==> src/rtl/sysarr_drain_control.sv <==
// Write-side drain controller for the systolic array: turns the column skew of the
// result stream into per-bank write enables and row-aligned write addresses.
module sysarr_drain_control #(
  parameter int WIDTH_HEIGHT  = 16,
  parameter int ADDR_WIDTH    = 8,
  parameter int ARRAY_LATENCY = 16
) (
  input  logic                               clk,
  input  logic                               reset,
  input  logic                               start,
  input  logic [ADDR_WIDTH-1:0]              num_rows,
  input  logic [WIDTH_HEIGHT*ADDR_WIDTH-1:0] wr_addr_base,
  output logic [WIDTH_HEIGHT-1:0]            wr_en,
  output logic [WIDTH_HEIGHT*ADDR_WIDTH-1:0] wr_addr,
  output logic                               busy,
  output logic                               done
);

  localparam int TW     = ADDR_WIDTH + $clog2(WIDTH_HEIGHT) + 1;
  localparam int LW     = $clog2(ARRAY_LATENCY + 1);
  localparam int LAT_LD = (ARRAY_LATENCY > 1) ? ARRAY_LATENCY - 2 : 0;

  typedef enum logic [1:0] {IDLE, WAIT, DRAIN, FIN} state_e;

  state_e                               state_q, state_d;
  logic [LW-1:0]                        lat_q, lat_d;
  logic [TW-1:0]                        t_q, t_d;
  logic [ADDR_WIDTH-1:0]                nrows_q, nrows_d;
  logic [WIDTH_HEIGHT*ADDR_WIDTH-1:0]   base_q, base_d;
  logic [WIDTH_HEIGHT-1:0]              en_q, en_d;
  logic [WIDTH_HEIGHT*ADDR_WIDTH-1:0]   addr_q, addr_d;
  logic [TW-1:0]                        last_t;

  // t of the cycle where the last column writes its last row
  assign last_t = TW'(nrows_q) + TW'(WIDTH_HEIGHT) - TW'(2);

  always_comb begin
    state_d = state_q;
    lat_d   = lat_q;
    t_d     = t_q;
    nrows_d = nrows_q;
    base_d  = base_q;
    case (state_q)
      IDLE: if (start) begin
        nrows_d = num_rows;
        base_d  = wr_addr_base;
        t_d     = '0;
        if (num_rows == '0)          state_d = FIN;
        else if (ARRAY_LATENCY == 1) state_d = DRAIN;
        else begin
          state_d = WAIT;
          lat_d   = LW'(LAT_LD);
        end
      end
      WAIT: begin
        if (lat_q == '0) state_d = DRAIN;
        else             lat_d   = lat_q - LW'(1);
      end
      DRAIN: begin
        if (t_q == last_t) state_d = FIN;
        else               t_d     = t_q + TW'(1);
      end
      FIN:     state_d = IDLE;
      default: state_d = IDLE;
    endcase
  end

  // Outputs are computed from next-state so they are registered yet aligned with DRAIN
  for (genvar c = 0; c < WIDTH_HEIGHT; c++) begin : g_col
    assign en_d[c] = (state_d == DRAIN) && (t_d >= TW'(c)) &&
                     (t_d < TW'(c) + TW'(nrows_d));
    assign addr_d[c*ADDR_WIDTH +: ADDR_WIDTH] = en_d[c] ?
      base_d[c*ADDR_WIDTH +: ADDR_WIDTH] + ADDR_WIDTH'(t_d - TW'(c)) :
      addr_q[c*ADDR_WIDTH +: ADDR_WIDTH];
  end

  always_ff @(posedge clk) begin
    if (reset) begin
      state_q <= IDLE;
      lat_q   <= '0;
      t_q     <= '0;
      nrows_q <= '0;
      base_q  <= '0;
      en_q    <= '0;
      addr_q  <= '0;
    end else begin
      state_q <= state_d;
      lat_q   <= lat_d;
      t_q     <= t_d;
      nrows_q <= nrows_d;
      base_q  <= base_d;
      en_q    <= en_d;
      addr_q  <= addr_d;
    end
  end

  assign wr_en   = en_q;
  assign wr_addr = addr_q;
  assign busy    = (state_q != IDLE);
  assign done    = (state_q == FIN);

endmodule
==> config.mk <==
export PLATFORM = sky130hd
export DESIGN_NAME = sysarr_drain_control
export DESIGN_NICKNAME = d
export VERILOG_FILES = /design/src/rtl/sysarr_drain_control.sv
export SDC_FILE = /design/constraint.sdc
export NUM_CORES = 1
export LEC_CHECK = 0
export ABC_AREA = 1
export CORE_AREA = 2 2 244 270
export CTS_CLUSTER_DIAMETER = 40
export CTS_CLUSTER_SIZE = 14
export DETAILED_ROUTE_END_ITERATION = 16
export DIE_AREA = 0 0 246 272
export SLEW_MARGIN = 10
export SYNTH_ARGS = -nofsm -noshare
export SYNTH_HDL_FRONTEND = slang
export SYNTH_SLANG_ARGS = --single-unit
==> constraint.sdc <==
create_clock -name clk -period 8.8 [get_ports clk]
set_input_delay 1.32 -clock clk [delete_from_list [all_inputs] [get_ports clk]]
set_output_delay 1.32 -clock clk [all_outputs]
set_load 0.02 [all_outputs]
# Word level (Yosys, flattened, before mapping)
# Cells that the tools add are included.
# classes
n_addsub	50
magnitude_cmp	32
eq_ne	8
muxes	16
reduce_logical	38
# ops
cell	count
two-way mux 128 bit	2
< comparator 13 x 9 -> 1 bit	15
adder 8 bit	16
>= comparator 13 x 4 -> 1 bit, second input constant	8
adder 4 x 8 -> 9 bit, first input constant	8
subtractor 8 x 4 -> 8 bit, second input constant	8
>= comparator 13 x 3 -> 1 bit, second input constant	4
adder 3 x 8 -> 9 bit, first input constant	4
logical AND 1 bit	32
subtractor 8 x 3 -> 8 bit, second input constant	4
>= comparator 13 x 1 -> 1 bit, second input constant	2
>= comparator 13 x 2 -> 1 bit, second input constant	2
two-way mux 13 bit	2
case mux 13 bit (2 select lines)	1
adder 2 x 8 -> 9 bit, first input constant	2
two-way mux 8 bit	2
subtractor 8 x 2 -> 8 bit, second input constant	2
two-way mux 5 bit	3
adder 13 x 1 -> 13 bit, second input constant	1
== test 13 bit	1
< comparator 13 x 8 -> 1 bit	1
case mux 5 bit (2 select lines)	1
subtractor 9 x 2 -> 10 bit, second input constant	1
adder 1 x 8 -> 9 bit, first input constant	1
other kinds (13)	21
# word_totals
ff_bits	300
input_bits	139
output_inout_bits	146
wordCells	166

# Logic depth before layout (Yosys ltp)
# depth
depth_word	8
depth_mapped	32
depth_no_buf	31

# Worst setup path after synthesis
# No wires, ideal clock.
# synth_timing
path_type	input to register
startpoint	input start
endpoint	register addr_q[31] (netlist: wr_addr[31])
t_arrival_ns	5.020
t_required_ns	8.687
setup_slack_ns	3.668
path_stages	23
n_path_buf	6
cell_sequence	nand3_4 > buf_4 > buf_2 > buf_2 > buf_2 > buf_2 > clkbuf_1 > o21ai_0 > inv_1 > ha_1 > ha_1 > fa_1 > a21oi_1 > nor2_1 > o21ai_0 > nand2_1 > a21oi_1 > xnor2_1 > xor2_1 > xnor2_1 > inv_1 > nor2_1 > nor2_1
# synth_via
word_cells_on_any_way	16
# synth_rtl
item	line	rtl
start, declared	10	input logic start,
two-way mux 128 bit	44	IDLE: if (start) begin
two-way mux 128 bit	43	case (state_q)
net base_d[25]	29	logic [WIDTH_HEIGHT*ADDR_WIDTH-1:0] base_q, base_d;
adder 8 bit	73	base_d[c*ADDR_WIDTH +: ADDR_WIDTH] + ADDR_WIDTH'(t_d - TW'(c)) :
end signal, assigned	93	addr_q <= addr_d;
end, declared	31	logic [WIDTH_HEIGHT*ADDR_WIDTH-1:0] addr_q, addr_d;
# The timed path passes the listed nets, and every way through them passes these cells.
# A chain may end at the register's enable or synchronous reset.

# Final worst setup path
# layout_timing
startpoint	input start
endpoint	register addr_q[71] (netlist: wr_addr[71])
# layout_via
elab_chain_cells	5
word_cells_on_any_way	16
# layout_rtl
item	line	rtl
two-way mux 13 bit *	44	
case mux 13 bit (2 select lines) *	43	
net t_d[0]	27	logic [TW-1:0] t_q, t_d;
branches (longest 3 deep; another with subtractor 8 x 4 -> 8 bit)	n/a	
# Mark *: on every way through the listed nets, which the timed path passes.

==> flow_metrics.py <==
metrics = {
    "cells_and_area": {
        "nets": 3841,
        "fill_cells": 6610,
        "drive_gt1_share_pct": 8.61,
        "syn2layout_area_growth_pct": 26.4,
        "fin_util_pct": 43.5,
    },
    "synth": {
        "syn_area_per_cell_um2": 6.94,
        "synth_edf_count": 0,
        "syn_inst": 3194,
        "async_flop_share_pct": 0,
        "synth_ff_type": "dfxtp_1",
        "synth_common_cells": "nand2_1, nor2_1, inv_1, dfxtp_1, ha_1",
        "synth_warnings": 0,
        "yosysSeqAreaShare_pct": 27.1,
        "synth_top_area_share_pct": 27.1,
        "yosysUniqueCellTypes": 52,
        "synth_area_leaders": "dfxtp_1, ha_1, nand2_1, nor2_1, inv_1",
        "syn_area_um2": 22200,
        "synth_nets": 3569,
        "yosysTopAreaCell": "dfxtp_1",
        "post-synth-top-count-cell": "nand2_1",
        "ys_ff_latch": 300,
    },
    "critical_path": {
        "max_stage_delay_ns": 0.80,
        "reg2reg_from": "nrows_q[1]",
        "worstSetupStartpointType": "input pin",
        "cp.required_ns": 9.28,
        "worstPathCellList": "clkdlybuf4s50_1 > nand3_4 > inv_2 > a21oi_1 > nand2_2 > inv_1 > ha_1 > ha_1 > inv_1 > fa_1 > nor2_1 > a211oi_1 > or2_2 > nand2_1 > a21oi_1 > xnor2_1 > xor2_1 > or2_2 > a21oi_1 > nor2_1",
        "cpMostUsedCell": "a21oi_1",
        "cp_num_buf_inv": 4,
        "rrSetupSlack_ns": 3.46,
        "path_delay_family": "buffers and inverters",
        "slowest_stage": "inv_1",
        "cp.arrival_ns": 6.09,
        "cp_max_fo": 19,
        "r2r_cells": 28,
        "endpoint_kind": "register",
        "reg2reg_to": "wr_addr[71]",
        "crit_type": "in2reg",
    },
    "cts": {
        "clock-root-buffer": "clkbuf_16",
        "cts_setup_buffers": 0,
        "holdBufCountCts": 0,
        "cts_tree": "yes",
        "cts_sinks": 300,
        "post_cts_resized": 0,
        "clock_tree.buffer_depth": 3,
        "htreeDepth": 3,
        "path_clk_slew_ns": 0.04,
        "clock_latency_ns": 0.60,
        "cts_buffers": 67,
    },
    "grt": {
        "grt_pass1_wl_mm": 111,
        "gr-usage-all-layers_pct": 21.4,
        "antenna_found_initial": 4,
        "grt_max_degree": 127,
        "grt_overflow_total": 0,
        "grt_pass1_vias": 19889,
    },
    "drt": {
        "drt_wl_total_mm": 72.7,
        "dr.pass1.iters": 6,
        "vias": 20759,
        "routed-wl-met3_mm": 4.81,
        "met2_length_mm": 33.0,
        "wl_met1_mm": 32.6,
        "highest-signal-layer": "met5",
        "wl_per_cell_um": 16.6,
        "drc": 0,
        "vias_per_cell": 4.75,
        "drtAntennaViolNets": 0,
        "drt-initial-drc-count": 1187,
    },
    "sta": {
        "relSlewSlack_pct": 22.9,
        "slew_violations": 0,
        "min_period_ns": 5.62,
        "rsz0062_at_grt": "no",
        "fin_skew_ns": 0.0254,
        "fmax_mhz": 178,
        "hold_viol_final": 0,
        "tns_ns": 0,
        "tightest_slew_ns": 1.15,
        "fin_crit_sh_pct": 63.8,
        "finalSetupViolCount": 0,
        "worst_slack_ns": 3.18,
    },
    "hold_path": {
        "whs_path_depth": 2,
        "hold_start": "wr_addr[102]",
        "whs_endpoint": "wr_addr[102]",
        "hold_class": "reg2reg",
    },
    "outcome": {
        "status": "finished clean",
    },
    "power_and_ir_drop": {
        "leakagePower_nw": 14.0,
        "powerDensity_nw_per_um2": 279,
        "ir_drop_uv": 173,
    },
    "floorplanning": {
        "dieArea_um2": 66900,
        "rows": 98,
        "io_pins": 285,
        "die_w_um": 246,
        "start_util_pct": 34.4,
        "core-area_um2": 64400,
        "dieHeight_um": 272,
    },
    "place": {
        "preCtsSetupSlack_ns": 2.67,
        "portBuffers": 284,
        "hpwl_mm": 52.5,
        "gp_congestion": 0.959,
    },
    "run": {
        "maxCapViolCount": 0,
    },
}
## sequential cells by signal, summed over array words and instances, names as in the netlist
name / flops
base_q: 128
wr_addr: 128
wr_en: 16
t_q: 13
nrows_q: 8
lat_q: 5
state_q: 2
## cells in the final DEF (no fill, tap or decap), types with 75 or more instances in the layout
master / n
xor2_1: 145
a21oi_1: 123
ha_1: 220
mux2i_1: 75
nor2_1: 508
inv_1: 405
o21ai_0: 107
nand2_1: 702
nand3_1: 127
clkdlybuf4s50_1: 283
dfxtp_1: 300
## power by group
group / internal (mW) / switching [mW]
Combinational: 1.43 / 2.28
Clock: 1.69 / 0.862
Sequential: 1.52 / 0.0524
## worst min-delay path: stages (launching register included)
cell and delay [ns]:
dfxtp_1 0.30, nand2_1 0.06, a21oi_1 0.05
## per-layer routing
layer	up-vias	global-route usage (%)
li1	10599	-
met1	9413	27.5
met2	605	35.3
met3	136	3.89
met4	6	8.33
met5	-	0
## cells by family after synthesis
kind of cell    after synthesis  synth area share [%]
mux                          75                  3.39
xor+xnor                    199                  7.93
simple gates               1546                  30.2
fa+ha+maj                   237                  13.9
flops                       300                  27.1
buf+inv                     531                  9.86
compound gates              306                  7.68
## final cells by class
cell class | count | area (um2) | area share [%]
Antenna cell | 1 | 2.50 | 0.00893
Sequential cell | 300 | 6010 | 21.4
Timing Repair Buffer | 305 | 3010 | 10.8
Inverter | 429 | 1610 | 5.75
Multi-Input combinational cell | 2363 | 14000 | 50.0
Clock inverter | 31 | 365 | 1.30
Tap cell | 850 | 1060 | 3.79
Clock buffer | 90 | 1970 | 7.01
## how the worst max path moves through the flow
| stage | startpoint | to | slack [ns] | cells past startpoint |
|---|---|---|---|---|
| after detailed placement | start | wr_addr[71] | 2.67 | 20 |
| after global placement | start | wr_addr[71] | 2.70 | 20 |
| after floorplan | start | wr_addr[31] | 3.67 | 23 |
| after CTS | start | wr_addr[71] | 3.26 | 20 |
| after global routing | start | wr_addr[87] | 2.99 | 20 |
| final | start | wr_addr[71] | 3.18 | 20 |
## metrics by stage
stage                     hold WS, ns  cells  total power [mW]  area [um2]
after floorplan                 0.438   3194              4.43       22200
after global placement          0.451   4247              5.24       25700
after detailed placement        0.453   4247              5.26       25700
after CTS                       0.460   4368              7.87       28000
after global routing            0.466   4369              8.45       28000
final                           0.460   4369              7.83       28000
Power figures use the tool's default switching activity.
